<file path="config.mk">
export PLATFORM = sky130hd
export DESIGN_NAME = pwm_ramp_sequencer
export DESIGN_NICKNAME = d
export VERILOG_FILES = /design/src/rtl/pwm_ramp_sequencer.sv
export SDC_FILE = /design/constraint.sdc
export NUM_CORES = 1
export LEC_CHECK = 0
export BUFFER_PORTS_ARGS = -buffer_cell sky130_fd_sc_hd__buf_2
export CAP_MARGIN = 20
export CORE_UTILIZATION = 30
export CTS_CLUSTER_DIAMETER = 60
export DETAILED_ROUTE_END_ITERATION = 7
export HOLD_SLACK_MARGIN = 0.15
export PLACE_DENSITY = 0.58
export SLEW_MARGIN = 25
export SYNTH_ARGS = -nofsm -noshare
export SYNTH_HDL_FRONTEND = slang
export SYNTH_SLANG_ARGS = --single-unit
</file>
<file path="constraint.sdc">
create_clock -name clk -period 4.5 [get_ports clk]
set_input_delay 0.9 -clock clk [delete_from_list [all_inputs] [get_ports clk]]
set_output_delay 0.9 -clock clk [all_outputs]
set_load 0.03 [all_outputs]
</file>
<file path="src/rtl/pwm_ramp_sequencer.sv">
// Soft-start/soft-stop sequencer for the PWM duty input: accepts a target duty
// and moves the live duty toward it in saturating steps on PWM period boundaries.
module pwm_ramp_sequencer #(
    parameter int WIDTH  = 8,
    parameter int RATE_W = 8
) (
    input  logic              clk,
    input  logic              rst_n,
    input  logic              ena,
    input  logic [WIDTH-1:0]  target_i,
    input  logic              target_valid_i,
    output logic              target_ready_o,
    input  logic [WIDTH-1:0]  step_i,
    input  logic [RATE_W-1:0] rate_i,
    input  logic              period_tick_i,
    input  logic              stop_i,
    output logic [WIDTH-1:0]  duty_o,
    output logic              duty_update_o,
    output logic              busy_o
);

    typedef enum logic [1:0] {
        IDLE = 2'd0,
        UP   = 2'd1,
        DOWN = 2'd2
    } state_e;

    state_e             state_q, state_d;
    logic [WIDTH-1:0]   duty_q, duty_d;
    logic [WIDTH-1:0]   target_q, target_d;
    logic [RATE_W-1:0]  count_q, count_d;
    logic               update_q, update_d;

    logic               busy;
    logic               accept;
    logic               stop;
    logic               step_event;
    logic [WIDTH:0]     step_eff;
    logic [WIDTH:0]     gap_up;
    logic [WIDTH:0]     gap_dn;
    logic [WIDTH-1:0]   duty_step;

    assign busy       = (state_q == UP) || (state_q == DOWN);
    assign stop       = ena && stop_i;
    assign accept     = target_valid_i && target_ready_o && !stop_i;
    assign step_event = period_tick_i && ena && busy && (count_q == rate_i);

    // Extra bit keeps the distance-to-target compare free of wrap-around.
    assign step_eff = (step_i == '0) ? {{WIDTH{1'b0}}, 1'b1} : {1'b0, step_i};
    assign gap_up   = {1'b0, target_q} - {1'b0, duty_q};
    assign gap_dn   = {1'b0, duty_q} - {1'b0, target_q};

    always_comb begin
        duty_step = duty_q;
        if (state_q == UP) begin
            duty_step = (gap_up <= step_eff) ? target_q : duty_q + step_eff[WIDTH-1:0];
        end else if (state_q == DOWN) begin
            duty_step = (gap_dn <= step_eff) ? target_q : duty_q - step_eff[WIDTH-1:0];
        end
    end

    // NOTE: every next-state signal gets a default first so no path infers a latch.
    always_comb begin
        state_d  = state_q;
        duty_d   = duty_q;
        target_d = target_q;
        count_d  = count_q;
        update_d = 1'b0;

        if (stop) begin
            target_d = '0;
            count_d  = '0;
            state_d  = (duty_q != '0) ? DOWN : IDLE;
        end else if (accept) begin
            target_d = target_i;
            count_d  = '0;
            if (target_i > duty_q) begin
                state_d = UP;
            end else if (target_i < duty_q) begin
                state_d = DOWN;
            end
        end else if (step_event) begin
            count_d  = '0;
            duty_d   = duty_step;
            update_d = 1'b1;
            if (duty_step == target_q) begin
                state_d = IDLE;
            end
        end else if (period_tick_i && ena && busy) begin
            count_d = count_q + 1'b1;
        end
    end

    // NOTE: sequential state uses non-blocking assignments so all registers
    // update together from the values present before the edge.
    always_ff @(posedge clk or negedge rst_n) begin
        if (!rst_n) begin
            state_q  <= IDLE;
            duty_q   <= '0;
            target_q <= '0;
            count_q  <= '0;
            update_q <= 1'b0;
        end else begin
            state_q  <= state_d;
            duty_q   <= duty_d;
            target_q <= target_d;
            count_q  <= count_d;
            update_q <= update_d;
        end
    end

    assign target_ready_o = (state_q == IDLE) && ena;
    assign duty_o         = duty_q;
    assign duty_update_o  = update_q;
    assign busy_o         = busy;

endmodule
</file>
# Word level (Yosys, flattened, before mapping)
# Cells that the tools add are included.
[op_classes]
eq_ne = 5
muxes = 21
n_reduce_logical = 18
magnitude_cmp = 4
bitwise = 2
n_addsub = 5
[op_table]
columns = ["operator", "n"]
rows = [
  ["$mux 8", 11],
  ["$le 9x8->1", 2],
  ["$sub 8x8->9", 2],
  ["$eq 8x8->1", 2],
  ["$mux 2", 7],
  ["$add 8x1->8 const B", 1],
  ["$add 8x8->8", 1],
  ["$gt 8x8->1", 1],
  ["$logic_not 8->1", 1],
  ["$lt 8x8->1", 1],
  ["$reduce_bool 8->1", 1],
  ["$sub 8x8->8", 1],
  ["$logic_and 1x1->1", 7],
  ["$reduce_and 3->1", 2],
  ["$reduce_bool 3->1", 2],
  ["$ne 4x1->1 const B", 1],
  ["$reduce_bool 4->1", 1],
  ["$mux 1", 3],
  ["$eq 2x1->1 const B", 1],
  ["$eq 2x2->1 const B", 1],
  ["$logic_not 2->1", 1],
  ["$not 1->1", 2],
  ["$reduce_bool 2->1", 1],
  ["$logic_not 1->1", 1],
  ["$logic_or 1x1->1", 1],
]
[word_totals]
in_bits = 30
wordCells = 60
register_bits = 27

# Longest topological paths before layout
[logic_depth]
ltp_word = 11
mapped_depth = 19
depth_no_buf = 18

# Least setup slack after synthesis
# OpenSTA, ideal clock, no wires.
[synth_timing]
path_type = "reg2reg"
from = "reg duty_q[0] (netlist: duty_o[0])"
to = "reg state_q[1]"
setup_ns = 0.132
synth_period_minus_slack_ns = 3.851
path_buffers = 0
setup_slack_ns = 0.649
stages_incl_launch_ff = 19
t_arrival_ns = 3.719
path_cell_list = "dfrtp_1 inv_1 ha_1 inv_1 fa_1 a21o_2 a21oi_2 o21bai_1 a21oi_1 xnor2_1 ha_1 a22oi_1 o211ai_1 a31oi_1 nor3_1 o311a_1 a311oi_2 a31o_1 a22oi_2"
[synth_between]
elab_chain_cells = 8
elab_cells_between_ends = 21
cone_classes = "4 x add/sub; 4 x order compare; 2 x eq/ne; 8 x mux; 3 x reduce/logical"
[synth_lines]
columns = ["element", "line", "text"]
rows = [
  ["start, declared", "29", "logic [WIDTH-1:0] duty_q, duty_d;"],
  ["start signal, assigned", "105", "duty_q <= duty_d;"],
  ["$sub 8x8->9", "51", "assign gap_dn = {1'b0, duty_q} - {1'b0, target_q};"],
  ["$le 9x8->1", "58", "duty_step = (gap_dn <= step_eff) ? target_q : duty_q - step_eff[WIDTH-1:0];"],
  ["$mux 8", "58", ""],
  ["$mux 8", "57", "end else if (state_q == DOWN) begin"],
  ["$mux 8", "55", "if (state_q == UP) begin"],
  ["$eq 8x8->1", "86", "if (duty_step == target_q) begin"],
  ["$reduce_bool 3->1 (no line)", "n/a", ""],
  ["$reduce_and 3->1 (no line)", "n/a", ""],
  ["end signal, assigned", "104", "state_q <= state_d;"],
  ["end, declared", "28", "state_e state_q, state_d;"],
]
# Parallel ways exist; a longest one is shown, timed or not.
# A chain may end at the register's enable or synchronous reset.

# Worst setup path after layout
[layout_timing]
from = "reg target_q[1]"
to = "reg state_q[1]"
[layout_between]
elab_chain_cells = 8
elab_cells_between_ends = 11
cone_classes = "2 x add/sub; 2 x order compare; 1 x eq/ne; 4 x mux; 2 x reduce/logical"
[layout_lines]
columns = ["element", "line", "text"]
rows = [
  ["start, declared", "30", "logic [WIDTH-1:0] target_q, target_d;"],
  ["start signal, assigned", "106", "target_q <= target_d;"],
  ["$sub 8x8->9", "51", ""],
  ["$le 9x8->1", "58", ""],
  ["$mux 8", "58", ""],
  ["$mux 8", "57", ""],
  ["$mux 8", "55", ""],
  ["$eq 8x8->1 (*)", "86", ""],
  ["$reduce_bool 3->1 (no line) (*)", "n/a", ""],
  ["$reduce_and 3->1 (no line) (*)", "n/a", ""],
]
# Every way passes the cells marked *; elsewhere a longest branch is shown, timed or not.

==> impl_metrics.env <==
export IMPL_timing_worst_slew_pin_value_ps=765
export IMPL_max_cap_violations=0
export IMPL_place_port_buffers=40
export IMPL_clock_sinks=27
export IMPL_wirelength_um=13100
export IMPL_vias_per_cell=5.42
export IMPL_holdCritStartpoint="count_q[7]"
export IMPL_routability_congestion_estimate_from_global_placement=0.976
export IMPL_synth_avg_cell_area_sq_um=8.04
export IMPL_timing_reg2reg_setup_slack_ps=360
export IMPL_grt_max_degree=28
export IMPL_setup_tns_final_ps=0
export IMPL_ys_ff_latch=27
export IMPL_grt_overflow_total=0
export IMPL_cp_num_buf_inv=2
export IMPL_floorplan_initialDensity_pct=31.2
export IMPL_hold_violations=0
export IMPL_post_synth_inst_count=520
export IMPL_num_nets_final=644
export IMPL_synth_net_count=611
export IMPL_cp_start_kind="flop"
export IMPL_yosys_warnings=0
export IMPL_seq_area_frac_synth_pct=16.2
export IMPL_final_max_slew_viol_count=0
export IMPL_cts_max_path_buffers=2
export IMPL_clock_tree_htree_level_count=1
export IMPL_worstSetupEndpointType="flop"
export IMPL_drc=0
export IMPL_design_core_area_sq_um=13400
export IMPL_clk_root_buffer_cell="sky130_fd_sc_hd__clkbuf_16"
export IMPL_mappedNetlistArea_sq_um=4180
export IMPL_antenna_found_initial=0
export IMPL_most_common_cell_after_layout_fill_and_taps_aside="sky130_fd_sc_hd__ha_1"
export IMPL_postSynth_topFlopCell="sky130_fd_sc_hd__dfrtp_1"
export IMPL_ant_nets=0
export IMPL_fin_ws_ps=359
export IMPL_io_pins=41
export IMPL_holdBufCountCts=0
export IMPL_place_ws_ps=219
export IMPL_setup_viol=0
export IMPL_power_mw=1.26
export IMPL_path_max_fanout=7
export IMPL_whs_path_cells=2
export IMPL_synth_enable_flop_cells=0
export IMPL_power_per_cell_area_nw_per_um2=275
export IMPL_run_status="finished, final reports clean"
export IMPL_die_area_sq_um=14400
export IMPL_worst_r2r_startpoint="target_q[1]"
export IMPL_wire_length_of_the_first_global_routing_pass_um=20500
export IMPL_worst_path_stages=16
export IMPL_rsz0062_at_grt="no"
export IMPL_whs_endpoint="count_q[7]"
export IMPL_post_route_min_period_ps=4140
export IMPL_worst_path_dominant_cell_family="compound AO/OA/AOI/OAI gates"
export IMPL_cpPeakStageDelay_ps=520
export IMPL_r2r_cells=16
export IMPL_worst_slew_margin_rel_pct=48.7
export IMPL_numCtsBuffers=3
export IMPL_cts_post_setup_buffers_inserted=0
export IMPL_worst_endpoint_required_ps=4640
export IMPL_drt_initial_drc_count=326
export IMPL_cell_chain_critical_path="inv_1 > fa_1 > nor2b_4 > o31a_1 > o21a_1 > nor2_1 > xnor2_1 > ha_1 > and4_1 > a21boi_0 > o41ai_4 > o21ai_2 > buf_4 > a311oi_2 > a31o_1 > a22oi_2"
export IMPL_hpwl_um=10700
export IMPL_insertedDiodeCount=0
export IMPL_path_class="reg2reg"
export IMPL_postPlaceCellArea_sq_um=4520
export IMPL_layout_area_overhead_vs_synth_pct=10.1
export IMPL_final_cell_mix="sky130_fd_sc_hd__ha_1 (57), sky130_fd_sc_hd__nor2_1 (46), sky130_fd_sc_hd__inv_1 (42), sky130_fd_sc_hd__buf_2 (40), sky130_fd_sc_hd__nand2_1 (39)"
export IMPL_vdd_ir_drop_worst_uv=136
export IMPL_detailedRoute_firstPassIterationCount=4
export IMPL_wire_per_inst_um=18.0
export IMPL_worst_path_max_delay_cell="sky130_fd_sc_hd__fa_1"
export IMPL_route_vias_total=3948
export IMPL_globalRouteTotalUtil_pct=18.1
export IMPL_p_leak_nw=2.10
export IMPL_final_clock_period_utilization_by_the_worst_path_pct=92.0
export IMPL_worst_skew_pair_late_latency_ps=260
export IMPL_final_area_sq_um=4600
export IMPL_cts_clk_slew_worst_paths_ps=70
export IMPL_die_x_um=120
export IMPL_fmax_mhz=242
export IMPL_worstHoldPathType="reg2reg"
export IMPL_cts_tree="built"
export IMPL_worst_r2r_endpoint="state_q[1]"
export IMPL_synth_async_sr_flop_share_pct=100
export IMPL_vias_in_the_first_global_route=3792
export IMPL_finClkSkew_ps=2.80
export IMPL_post_route_cells_drive_above_1_share_pct=14.3
export IMPL_floorplan_rows=42
export IMPL_critPathArrivalTime_ps=4280
export IMPL_dieHeight_um=120
export IMPL_unique_masters_post_synth=80
synthesized netlist by cell type (5+ instances only):
cell | count | area share [%]
sky130_fd_sc_hd__nor2b_1 | 9 | 1.3
sky130_fd_sc_hd__ha_1 | 57 | 17
sky130_fd_sc_hd__nand2b_1 | 6 | 0.90
sky130_fd_sc_hd__a21o_1 | 7 | 1.3
sky130_fd_sc_hd__dfrtp_1 | 27 | 16
sky130_fd_sc_hd__buf_2 | 5 | 0.60
sky130_fd_sc_hd__inv_1 | 42 | 3.8
sky130_fd_sc_hd__xor2_1 | 20 | 4.2
sky130_fd_sc_hd__a21oi_1 | 36 | 4.3
sky130_fd_sc_hd__xnor2_1 | 25 | 5.2
sky130_fd_sc_hd__nand3_1 | 9 | 1.1
sky130_fd_sc_hd__nand4_1 | 12 | 1.8
sky130_fd_sc_hd__nor2_1 | 46 | 4.1
sky130_fd_sc_hd__a211oi_1 | 7 | 1.3
sky130_fd_sc_hd__nand2_1 | 39 | 3.5
sky130_fd_sc_hd__o21ai_0 | 35 | 4.2
sky130_fd_sc_hd__nor3_1 | 7 | 0.84
sky130_fd_sc_hd__clkbuf_1 | 10 | 0.90
sky130_fd_sc_hd__nor4_1 | 7 | 1.0
sky130_fd_sc_hd__o21a_1 | 5 | 0.90
sky130_fd_sc_hd__and2_1 | 5 | 0.75
report_power, final:
part / internal (mW) / total [mW] / switching (mW)
registers: 0.255 / 0.281 / 0.0257
clock network: 0.122 / 0.211 / 0.0889
logic: 0.310 / 0.773 / 0.463
total: 0.687 / 1.26 / 0.577
worst min-delay path, stage by stage (launching register included):
cell	delay, ps
sky130_fd_sc_hd__dfrtp_1	380
sky130_fd_sc_hd__a21oi_1	70
sky130_fd_sc_hd__nor2_1	70
per-stage QoR:
stage / cells / hold slack (ps) / utilization, %
after floorplan: 520 / 522 / -
after global routing: 728 / 601 / 34.3
final: 728 / 564 / 34.3
after detailed placement: 724 / 553 / 33.7
after CTS: 728 / 569 / 34.3
after global placement: 724 / 543 / 33.7
flip-flops by register name, indices dropped and copies added, names as in the netlist:
signal,count
count_q,8
duty_o,8
target_q,8
state_q,2
duty_update_o,1
cell families after synthesis:
| family | count (synthesis) | share of synthesized area (%) |
|---|---|---|
| simple gates | 164 | 19.9 |
| compound gates | 154 | 26.8 |
| buf+inv | 65 | 7.78 |
| fa+ha+maj | 61 | 19.0 |
| xor+xnor | 45 | 9.43 |
| flops | 27 | 16.2 |
| mux | 4 | 0.958 |
final cells by class:
type | instances | area, sq um
Fill cell | 1432 | 8800
Inverter | 42 | 158
Tap cell | 176 | 220
Timing Repair Buffer | 51 | 283
Sequential cell | 27 | 676
Clock buffer | 4 | 78.8
Multi-Input combinational cell | 428 | 3190
worst max path at each step:
stage / startpoint / endpoint / slack, ps
after floorplan: duty_o[0] / state_q[1] / 650
after global placement: duty_o[0] / state_q[1] / 340
after detailed placement: duty_o[0] / state_q[1] / 220
after CTS: duty_o[0] / state_q[1] / 190
after global routing: duty_o[0] / state_q[1] / 60
final: target_q[1] / state_q[1] / 360
timing repair:
action / CTS / global route
hold endpoints to repair: 0 / 0
endpoints found under the setup margin: 0 / 2
resized for setup: 0 / 2
per-layer routing:
| metal | vias to the layer above | share of wire (%) | global-route usage [%] |
|---|---|---|---|
| met5 | - | 0 | 0 |
| met4 | 0 | 1.5 | 3.91 |
| met3 | 10 | 4.4 | 1.66 |
| met2 | 124 | 46 | 30.1 |
| met1 | 1876 | 48 | 25.3 |
| li1 | 1938 | - | - |
Note: power is estimated with default switching activity, not from simulation.
